$ cat src/rtl/serial_lane_rx_pkg.sv
// Shared types and constants for the serial lane receiver and its slip controller.
package serial_lane_rx_pkg;

   localparam int unsigned SLRX_SLIP_CNT_W = 8;
   localparam int unsigned SLRX_HOLD_W     = 8;

   typedef enum logic [1:0] {
      IDLE    = 2'd0,
      PENDING = 2'd1,
      SLIP    = 2'd2,
      HOLDOFF = 2'd3
   } slrx_state_t;

endpackage

$ cat src/rtl/serial_lane_rx_slip_ctrl.sv
// Bit-slip sequencer: arms on a request, executes one bit-discard cycle after the
// next word completion, then ignores requests for SLIP_HOLDOFF completed words.
module serial_lane_rx_slip_ctrl
   import serial_lane_rx_pkg::*;
#(
   parameter int unsigned SLIP_HOLDOFF = 4
) (
   input  logic clk,
   input  logic res,
   input  logic complete,
   input  logic bit_slip,
   output logic hold_c,
   output logic slip_ack
);

   slrx_state_t            state;
   logic [SLRX_HOLD_W-1:0] holdoff;

   // The discard cycle is the single cycle spent in SLIP.
   assign hold_c = (state == SLIP);

   always_ff @(posedge clk or posedge res) begin
      if (res) begin
         state    <= IDLE;
         holdoff  <= '0;
         slip_ack <= 1'b0;
      end else begin
         slip_ack <= 1'b0;
         case (state)
            IDLE: begin
               if (bit_slip) state <= PENDING;
            end
            PENDING: begin
               if (complete) state <= SLIP;
            end
            SLIP: begin
               slip_ack <= 1'b1;
               holdoff  <= SLRX_HOLD_W'(SLIP_HOLDOFF);
               state    <= HOLDOFF;
            end
            HOLDOFF: begin
               if (complete) begin
                  if (holdoff <= SLRX_HOLD_W'(1)) begin
                     holdoff <= '0;
                     state   <= IDLE;
                  end else begin
                     holdoff <= holdoff - SLRX_HOLD_W'(1);
                  end
               end
            end
            default: state <= IDLE;
         endcase
      end
   end

endmodule

$ cat src/rtl/serial_lane_receiver.sv
// Bit-serial lane receiver: polarity correction, LSB-first word assembly and bit slip.
// Optional slip statistics counter enabled by SERIAL_LANE_RX_SLIP_STAT_EN.
module serial_lane_receiver
   import serial_lane_rx_pkg::*;
#(
   parameter int unsigned DWIDTH       = 32,
   parameter int unsigned SLIP_HOLDOFF = 4
) (
   input  logic              clk,
   input  logic              res,
   input  logic              serial_in,
   input  logic              lane_polarity,
   input  logic              bit_slip,
   output logic [DWIDTH-1:0] data_out,
   output logic              data_valid,
   output logic              slip_ack
`ifdef SERIAL_LANE_RX_SLIP_STAT_EN
   ,
   output logic [SLRX_SLIP_CNT_W-1:0] slip_count
`endif
);

   localparam int unsigned     CNT_W    = $clog2(DWIDTH);
   localparam logic [CNT_W-1:0] LAST_BIT = CNT_W'(DWIDTH - 1);

   logic [CNT_W-1:0]  bit_cnt;
   logic [DWIDTH-1:0] sr;
   logic [DWIDTH-1:0] word_c;
   logic              b_c;
   logic              hold_c;
   logic              complete_c;

   assign b_c        = serial_in ^ lane_polarity;
   assign complete_c = !hold_c && (bit_cnt == LAST_BIT);

   // Final bit goes straight to the output word, bypassing the assembly register.
   always_comb begin
      word_c             = sr;
      word_c[DWIDTH-1]   = b_c;
   end

   always_ff @(posedge clk or posedge res) begin
      if (res) begin
         bit_cnt    <= '0;
         sr         <= '0;
         data_out   <= '0;
         data_valid <= 1'b0;
      end else begin
         data_valid <= 1'b0;
         if (hold_c) begin
            bit_cnt <= '0;
         end else begin
            sr[bit_cnt] <= b_c;
            if (complete_c) begin
               data_out   <= word_c;
               data_valid <= 1'b1;
               bit_cnt    <= '0;
            end else begin
               bit_cnt <= bit_cnt + CNT_W'(1);
            end
         end
      end
   end

   serial_lane_rx_slip_ctrl #(
      .SLIP_HOLDOFF (SLIP_HOLDOFF)
   ) u_slip_ctrl (
      .clk      (clk),
      .res      (res),
      .complete (complete_c),
      .bit_slip (bit_slip),
      .hold_c   (hold_c),
      .slip_ack (slip_ack)
   );

`ifdef SERIAL_LANE_RX_SLIP_STAT_EN
   // Saturating count of executed slips, cleared only by reset.
   always_ff @(posedge clk or posedge res) begin
      if (res) begin
         slip_count <= '0;
      end else if (slip_ack && (slip_count != '1)) begin
         slip_count <= slip_count + SLRX_SLIP_CNT_W'(1);
      end
   end
`endif

endmodule

$ cat config.mk
export PLATFORM = sky130hd
export DESIGN_NAME = serial_lane_receiver
export DESIGN_NICKNAME = d
export VERILOG_FILES = /design/src/rtl/serial_lane_rx_pkg.sv /design/src/rtl/serial_lane_rx_slip_ctrl.sv /design/src/rtl/serial_lane_receiver.sv
export SDC_FILE = /design/constraint.sdc
export NUM_CORES = 1
export LEC_CHECK = 0
export ABC_AREA = 1
export CELL_PAD_IN_SITES_DETAIL_PLACEMENT = 0
export CELL_PAD_IN_SITES_GLOBAL_PLACEMENT = 1
export CORE_MARGIN = 3
export CORE_UTILIZATION = 44
export CTS_BUF_LIST = sky130_fd_sc_hd__clkbuf_4
export CTS_CLUSTER_SIZE = 12
export DETAILED_ROUTE_END_ITERATION = 10
export PLACE_DENSITY = 0.87
export SKIP_LAST_GASP = 1
export SLEW_MARGIN = 25
export SYNTH_ARGS = -nofsm -noshare
export SYNTH_HDL_FRONTEND = slang
export SYNTH_HIERARCHICAL = 1
export SYNTH_SLANG_ARGS = --single-unit
$ cat constraint.sdc
create_clock -name clk -period 2.5 [get_ports clk]
set_input_delay 0.625 -clock clk [delete_from_list [all_inputs] [get_ports clk]]
set_output_delay 0.625 -clock clk [all_outputs]
set_load 0.005 [all_outputs]
==> reports/metrics.yaml <==
status:
  outcome: "finished clean"
drt:
  dr.pass1.iters: 5
  num_vias: 3019
  routed_wl_um: 7680
  ant_nets: 0
  routed_via_density: 4.84
  drc: 0
  drt_iter0_markers: 165
  wl_per_cell_um: 12.3
clock_network:
  tritoncts.num_buffers: 9
  root_buffer: "clkbuf_4"
  postCtsSetupRepairBufs: 0
  clk_pin_slew_ps: 120
  clock_sinks: 80
  ctsHoldBuffers: 0
  cts_resized: 0
  clock_latency_ps: 410
  clockBufferDepth: 2
  cts.htree.levels: 3
  cts_tree: "done"
setup_path:
  crit_fanout: 2
  path_class: "reg -> out"
  path_buf_inv: 1
  required_ps: 1880
  cpMaxStageDelayCell: "clkdlybuf4s50_1"
  path_delay_family: "buffers and inverters"
  crit_path_end_kind: "output pin"
  critPathLaunchType: "flip-flop"
  crit_cells: 1
  slowest_delay_ps: 520
  reg2reg_depth: 12
  cp.arrival_ps: 1320
  cp_cell_sequence: "clkdlybuf4s50_1"
logic_synthesis:
  yosys-top-cells-area: "dfrtp_1 53%, nand2_1 20%, nand3_1 5.4%, nor2_1 4.8%, ha_1 3.6%"
  yosys.area.top_type_share: 0.526
  synthCells: 475
  seq_area_frac_synth: 0.526
  syn_nets: 491
  yosys_warnings: 6
  ys_seq_elements: 80
  synth_area_leader_cell: "dfrtp_1"
  avgSynthCellArea_um2: 8.01
  syn_area_um2: 3800
  synth_cell_type_count: 24
sta:
  post-route-min-period_ps: 1940
  fin_hold_ws_ps: 473
  clock.fmax_ghz: 0.515
  setup_viol_count_final: 0
  worstMarginPinSlew_ps: 614
  max_slew_margin: 0.589
  rsz0062_at_grt: "no"
  setup-tns-final_ps: 0
  finClkSkew_ps: 15.7
  fin_ws_ps: 557
  period_share: 0.777
  slew_viol_final: 0
  finalHoldViolations: 0
pwr:
  power.density_nw_per_um2: 855
  peakVddDrop_uv: 451
  p_leak_nw: 2.16
layout:
  fin_area_um2: 4380
  syn_to_final_growth_pct: 15.3
  layout-drive-gt1-share: 0.0829
  fin_nets: 530
  fillers: 799
  insertedDiodeCount: 0
  final_common_cell: "nand2_1"
  fin_cells: 624
  final_cell_mix: "206 x nand2_1, 80 x dfrtp_1, 49 x nor2_1, 41 x nand3_1, 38 x clkdlybuf4s50_1"
floorplan:
  rows: 33
  die_area_um2: 9790
  die_w_um: 99.0
  core_um2: 8300
  fp.dieH_um: 99.0
  io_pins: 39
  initial_core_util: 0.458
min_path:
  min_path_type: "reg -> reg"
  hold-path-cell-count: 2
grt:
  grt_max_degree: 70
  antenna_found_initial: 0
  grt_pass1_wl_um: 14000
  track_usage: 0.177
  overflow: 0
  grt_pass1_vias: 3025
placement:
  portBuffers: 38
  place_congestion: 0.813
  dp_hpwl_um: 5210
  dp_cells: 608
  dp_slack_ps: 598
  place_area_um2: 4250
run:
  cap_violations: 0
state kept, by name, indices dropped and copies added (netlist names):
register	flops
u_slip_ctrl/holdoff	8
data_valid	1
data_out	32
u_slip_ctrl/slip_ack	1
bit_cnt	5
sr	31
u_slip_ctrl/state	2
path summary, 6_finish.rpt:
kind	slack, ps	start	end
worst max-delay path	560	data_out[3]	data_out[3]
worst min-delay path	470	sr[12]	data_out[12]
worst max register to register	580	bit_cnt[2]	u_slip_ctrl/holdoff[7]
worst min register to register	470	sr[12]	data_out[12]
max in group asynchronous	1560	res	sr[15]
min in group asynchronous	580	res	u_slip_ctrl/state[0]
per-stage QoR:
step / power, mW / util
finish: 3.75 / 0.528
global route: 4.07 / 0.528
CTS: 3.79 / 0.528
detailed placement: 3.04 / 0.513
global placement: 3.02 / 0.513
floorplan: 2.69 / -
routing by layer:
layer  share of wire  GRT usage  up-vias
li1                -          -     1553
met1            0.50      0.254     1404
met2            0.45      0.270       56
met3           0.047     0.0375        6
met4          0.0090     0.0525        0
met5               0          0        -
power breakdown:
part / internal [mW] / leakage [nW] / switching (mW)
clock network: 0.319 / 0.0757 / 0.425
registers: 1.58 / 0.985 / 0.228
logic: 0.411 / 1.10 / 0.787
final cells by class:
cell class                      instances  area (um2)  area share
Timing Repair Buffer                   42         423      0.0965
Inverter                               34         130      0.0297
Sequential cell                        80        2000       0.457
Multi-Input combinational cell        347        1570       0.358
Tap cell                              105         131      0.0300
Clock inverter                          5        47.5      0.0108
Clock buffer                           11        82.6      0.0188
kinds of logic after synthesis:
group                      synth area share
AOI/OAI and AO/OA                    0.0362
adders and majority gates            0.0362
buffers and inverters                0.0612
DFF                                   0.526
and+or+nand+nor                       0.340
synth_stat cells:
library cell / count
nand2_1: 206
dfrtp_1: 80
nor2_1: 49
nand3_1: 41
inv_1: 26
o21ai_0: 17
ha_1: 11
buf_2: 7
inv_2: 7
nand2_2: 7
buf_6: 4
a21oi_1: 3
buf_4: 3
nand2_4: 2
nand3_2: 2
o21bai_1: 2
a21oi_2: 1
inv_4: 1
nand4_1: 1
nor2_2: 1
nor2_4: 1
nor2_8: 1
o21a_2: 1
o21ai_1: 1
(Power assumes the default switching activity.)
